--- src/rtl/fft_pkg.sv ---
// Shared definitions for the FFT stage address generators (read and write side):
// FSM state encodings, half-span derivation and an address bit-reversal helper.
package fft_pkg;

   // One-hot-ish state encoding shared by the read and write generators.
   typedef enum logic [2:0] {
      IDLE = 3'b001,
      WR_1 = 3'b010,
      WR_2 = 3'b011,
      DONE = 3'b100
   } fft_state_t;

   // Widest address the bit-reversal helper handles.
   localparam int ADDR_W_MAX = 32;

   // Butterfly half-span H = 2^(stage-1) for a radix-2 stage (stage counts from 1).
   function automatic int half_span(input int stage);
      return 1 << (stage - 1);
   endfunction

   // Reverse the low 'size' bits of addr; bits above 'size' come back as zero.
   function automatic logic [ADDR_W_MAX-1:0] bit_rev(input logic [ADDR_W_MAX-1:0] addr,
                                                     input int size);
      logic [ADDR_W_MAX-1:0] rev;
      rev = '0;
      for (int i = 0; i < ADDR_W_MAX; i++) begin
         if (i < size) begin
            rev[i] = addr[size-1-i];
         end
      end
      return rev;
   endfunction

endpackage

--- src/rtl/fft_wr_addr_gen.sv ---
// Write-side address generator for one radix-2 FFT stage.
// Accepts butterfly results in the read side's pair order, registers each sample,
// issues the in-place write address into the ping-pong RAM with en_wr, and pulses
// stage_done once all N results are written.
// Optional build macro FFT_WR_BITREV_EN: on the final stage (stage_FFT == SIZE) the
// write address is bit-reversed so the output buffer lands in natural order.
module fft_wr_addr_gen
   import fft_pkg::*;
#(
   parameter int stage_FFT = 2,
   parameter int N         = 16,
   parameter int SIZE      = 4,
   parameter int DATA_W    = 16
) (
   input  logic              clk,
   input  logic              rst_n,
   input  logic              start_stage,
   input  logic              in_valid,
   input  logic [DATA_W-1:0] in_re,
   input  logic [DATA_W-1:0] in_im,
   output logic              en_wr,
   output logic [SIZE-1:0]   wr_ptr,
   output logic [DATA_W-1:0] wr_re,
   output logic [DATA_W-1:0] wr_im,
   output logic              busy,
   output logic              stage_done,
   output logic              drop_err
);

   // Half-span and derived counter constants, all truncated to the counter width.
   // For the final stage 2H equals N, so the group step wraps g back to 0.
   localparam int            H        = half_span(stage_FFT);
   localparam logic [SIZE-1:0] H_V      = SIZE'(H);
   localparam logic [SIZE-1:0] K_LAST_V = SIZE'(H - 1);
   localparam logic [SIZE-1:0] G_STEP_V = SIZE'(2 * H);
   localparam logic [SIZE-1:0] LAST_V   = SIZE'(N - 1);

   fft_state_t      state_reg;
   logic [SIZE-1:0] g_reg;      // base address of the current butterfly group
   logic [SIZE-1:0] k_reg;      // offset of the current pair inside the group

   logic [SIZE-1:0] addr_lo;    // first element of the pair
   logic [SIZE-1:0] addr_hi;    // second element of the pair, H above the first

   // In-place addresses of the current butterfly pair.
   assign addr_lo = g_reg + k_reg;
   assign addr_hi = addr_lo + H_V;

   // Final RAM address: optionally bit-reversed on the last stage only.
   function automatic logic [SIZE-1:0] map_addr(input logic [SIZE-1:0] a);
`ifdef FFT_WR_BITREV_EN
      if (stage_FFT == SIZE) begin
         return SIZE'(bit_rev(ADDR_W_MAX'(a), SIZE));
      end
      return a;
`else
      return a;
`endif
   endfunction

   // Stage FSM with group/pair counters and registered write port.
   always_ff @(posedge clk or negedge rst_n) begin
      if (!rst_n) begin
         state_reg  <= IDLE;
         g_reg      <= '0;
         k_reg      <= '0;
         en_wr      <= 1'b0;
         wr_ptr     <= '0;
         wr_re      <= '0;
         wr_im      <= '0;
         busy       <= 1'b0;
         stage_done <= 1'b0;
         drop_err   <= 1'b0;
      end else begin
         // Strobes default low; address and data hold between writes.
         en_wr      <= 1'b0;
         stage_done <= 1'b0;

         case (state_reg)
            IDLE: begin
               if (in_valid) begin
                  drop_err <= 1'b1;
               end
               if (start_stage) begin
                  state_reg <= WR_1;
                  busy      <= 1'b1;
                  // A sample arriving alongside the arm pulse is still dropped.
                  drop_err  <= in_valid;
               end
            end

            WR_1: begin
               if (in_valid) begin
                  wr_ptr    <= map_addr(addr_lo);
                  en_wr     <= 1'b1;
                  wr_re     <= in_re;
                  wr_im     <= in_im;
                  state_reg <= WR_2;
               end
            end

            WR_2: begin
               if (in_valid) begin
                  wr_ptr <= map_addr(addr_hi);
                  en_wr  <= 1'b1;
                  wr_re  <= in_re;
                  wr_im  <= in_im;
                  if (k_reg == K_LAST_V) begin
                     k_reg <= '0;
                     g_reg <= g_reg + G_STEP_V;
                  end else begin
                     k_reg <= k_reg + 1'b1;
                  end
                  if (addr_hi == LAST_V) begin
                     state_reg <= DONE;
                  end else begin
                     state_reg <= WR_1;
                  end
               end
            end

            DONE: begin
               stage_done <= 1'b1;
               busy       <= 1'b0;
               g_reg      <= '0;
               k_reg      <= '0;
               state_reg  <= IDLE;
               if (in_valid) begin
                  drop_err <= 1'b1;
               end
            end

            default: begin
               state_reg <= IDLE;
               busy      <= 1'b0;
               g_reg     <= '0;
               k_reg     <= '0;
            end
         endcase
      end
   end

endmodule

--- config.mk ---
export PLATFORM = sky130hd
export DESIGN_NAME = fft_wr_addr_gen
export DESIGN_NICKNAME = d
export VERILOG_FILES = /design/src/rtl/fft_pkg.sv /design/src/rtl/fft_wr_addr_gen.sv
export SDC_FILE = /design/constraint.sdc
export NUM_CORES = 1
export LEC_CHECK = 0
export ABC_AREA = 0
export CAP_MARGIN = 20
export CORE_ASPECT_RATIO = 1.25
export CORE_MARGIN = 1
export CORE_UTILIZATION = 43
export DETAILED_ROUTE_END_ITERATION = 8
export DONT_BUFFER_PORTS = 1
export PLACE_DENSITY_LB_ADDON = 0.15
export SYNTH_ARGS = -nofsm -noshare
export SYNTH_HDL_FRONTEND = slang
export SYNTH_SLANG_ARGS = --single-unit
export TNS_END_PERCENT = 10
--- constraint.sdc ---
create_clock -name clk -period 2 [get_ports clk]
set_input_delay 0.4 -clock clk [delete_from_list [all_inputs] [get_ports clk]]
set_output_delay 0.4 -clock clk [all_outputs]
set_load 0.05 [all_outputs]
==> metrics.md <==
| Metric | Value |
|---|---|
| Total gr overflow | 0 |
| Fmax | 574 MHz |
| Top-count cell post-synth | nand2_1 |
| Cell count after synthesis | 233 |
| Synth warnings | 0 |
| Top post-synthesis cells by area | dfrtp_1 (56%), nand2_1 (19%), ha_1 (3.5%), o21ai_0 (2.3%), xnor2_1 (1.6%) |
| Critical path required time | 2.19 ns |
| Worst setup EP type | flop |
| Async S/R FF share, synth | 100% |
| Startpoint Class | flop |
| Routed wl met3 | 354 um |
| FF-to-FF setup slack | 0.26 ns |
| Synth unique cells | 35 |
| Fin nets | 278 |
| WL met2 | 1880 um |
| DR vias/cell | 4.98 |
| Sequential area share after synthesis | 57.1% |
| Number of global-route vias before repair | 1,329 |
| IO Port Bufs | 0 |
| Pint | 1.91 mW |
| Worst Tran Pin Value | 0.539 ns |
| RD Place Congestion | 0.803 |
| Status | completed |
| Final wirelength | 4060 um |
| Final setup vio count | 0 |
| CP Class | reg2reg |
| Post-DP HPWL | 2820 um |
| Net Count, Synth | 276 |
| Die Wd | 65.3 um |
| GR Util All Layers | 15.9% |
| FP Rows | 28 |
| Clock power frac | 14.1% |
| Slew Viols, Final | 0 |
| Wire per inst | 13.7 um |
| Largest registers | wr_im (16), wr_re (16) |
| Combinational power share | 19.7% |
| Maxcap violations | 0 |
| Initial antenna violation count | 0 |
| Die area | 0.00529 mm^2 |
| Antenna-violating nets left | 0 |
| CORE AREA | 0.00476 mm^2 |
| Top sig layer | met4 |
| Power, Total | 4.11 mW |
| Area leader, netlist | dfrtp_1 |
| Clk root buf | clkbuf_8 |
| CTS buffer count | 5 |
| Post-synth top flop | dfrtp_1 |
| Worst R2R End | state_reg[1] |
| Hold Crit Endpoint | wr_im[7] |
| Worst hold path depth | 2 |
| CP max FO | 6 |
| CTS clock-pin slew for the worst setup and hold paths | 0.09 ns |
| Worst Skew | 0.00331 ns |
| Critical Path AT | 1.93 ns |
| Mean Syn Cell Area | 9.23 um^2 |
| Non-Filler Instances | 296 |
| Final hold vios | 0 |
| Post-synth top cells | nand2_1 (110), dfrtp_1 (48), o21ai_0 (10), clkbuf_1 (8) |
| First-pass GRT wire length | 6350 um |
| Cell Pwr Density | 1760 mW/mm^2 |
| Num Clock Sinks | 49 |
| 1st-pass router iterations | 4 |
| Fin Setup TNS | 0 ns |
| M1 WL | 1780 um |
| Post-route DRC | 0 |
| Die Ht | 81.1 um |
| Number of diodes | 0 |
| Initial Util | 45.1% |
| Worst Hold Launch | in_im[7] |
| H-tree depth | 2 |
| CTS tree | done |
| Net switching power of the design | 2.20 mW |
| RSZ-0062 raised after global routing | no |
| Sw Ratio | 53.4% |
| First DRT Iteration DRCs | 73 |
| Layout area overhead | 8.32% |
| Sequential share of power | 66.2% |
| EDFF count, synth | 0 |
| Worst slew margin | 64.0% |
| Maximum VDD drop | 786 uV |
| Cell count after placement | 286 |
| Synthesized flop and latch total | 49 |
| IO Count | 76 |
| Resized Gates After CTS | 0 |
| Leak | 1.17 nW |
| Clock tree buffer depth | 2 |
| Reg2reg path depth | 6 |
| Setup repair bufs after CTS | 0 |
| Via count | 1,473 |
| Tmin final | 1.74 ns |
| Layout cells sized above 1 | 7.63% |
| Class of the worst hold path | in2reg |
| Reg2reg start | g_reg[2] |
| Top-area cell type share of the netlist area | 55.8% |
| Period utilization | 87.1% |
| Largest net degree at the start of global routing | 50 |
| Synthesized area | 0.00215 mm^2 |
| Latest clock arrival within the worst-skew pair | 0.30 ns |
-- power by group through the flow --
stage                     Clock, mW  Combinational (mW)  Sequential, mW
final                         0.580               0.808            2.72
after global routing          0.644               0.948            2.78
after CTS                     0.604               0.824            2.73
after detailed placement          0               0.793            2.75
after global placement            0               0.783            2.75
after floorplan                   0               0.660            2.66
-- worst max-delay path, cell delays in order (launching register included) --
cell	delay (ns)
dfrtp_1	0.42
inv_1	0.10
fa_1	0.43
xnor2_1	0.24
xnor3_1	0.27
nor2_1	0.10
o21bai_1	0.06
-- placed cells by master (no fill, tap or decap), types with 2 or more instances in the layout --
master,Yosys,layout
clkbuf_8,0,5
nor2b_1,2,2
o21ai_0,10,10
nand3b_1,2,2
inv_2,2,2
a32oi_1,2,2
inv_1,5,5
xnor2_1,4,4
nand4_1,2,2
o21bai_1,2,2
o22ai_1,2,2
dfrtp_1,48,48
ha_1,6,6
buf_4,1,3
nand2_1,110,110
nand3_1,3,3
nor2_1,6,6
-- metrics by stage --
stage | setup slack (ns) | instance area, um^2 | util [%] | hold WS, ns
final | 0.258 | 2330 | 48.9 | 0.199
after global routing | 0.0646 | 2330 | 48.9 | 0.189
after CTS | 0.240 | 2330 | 48.9 | 0.191
after detailed placement | 0.257 | 2210 | 46.3 | 0.106
after global placement | 0.277 | 2210 | 46.3 | 0.105
after floorplan | 0.357 | 2150 | - | 0.104
-- per-layer routing --
metal	global-route usage [%]	vias up
met5	0	-
met4	5.87	0
met3	6.18	4
met2	24.5	53
met1	20.2	672
li1	-	744
-- cell families after synthesis --
group	synth area share [%]
AO/OA/AOI/OAI	7.04
XOR/XNOR	3.08
adder cells (fa/ha/maj)	4.42
buffers and inverters	3.20
flip-flops	57.1
other	0.174
AND/OR/NAND/NOR	25.0
-- what timing repair did --
action,4_1_cts,5_1_grt
hold endpoints to repair,49,0
setup endpoints to repair,0,0
hold buffers,2,0
-- worst max path at each step --
stage | from | to | slack [ns]
final | g_reg[2] | state_reg[1] | 0.26
after global routing | g_reg[2] | state_reg[2] | 0.06
after CTS | g_reg[2] | state_reg[1] | 0.24
after detailed placement | g_reg[2] | state_reg[1] | 0.26
after global placement | g_reg[2] | state_reg[1] | 0.28
after floorplan | g_reg[2] | state_reg[1] | 0.36
-- area by class of cell --
class,count,area (um^2)
clock inverter,2,13.8
multi-input combinational,167,855
timing repair buffer,5,60.1
inverter,7,26.3
tap,60,75.1
sequential,49,1230
clock buffer,6,72.6
fill,462,2430
Note: power is estimated with default switching activity, not from simulation.
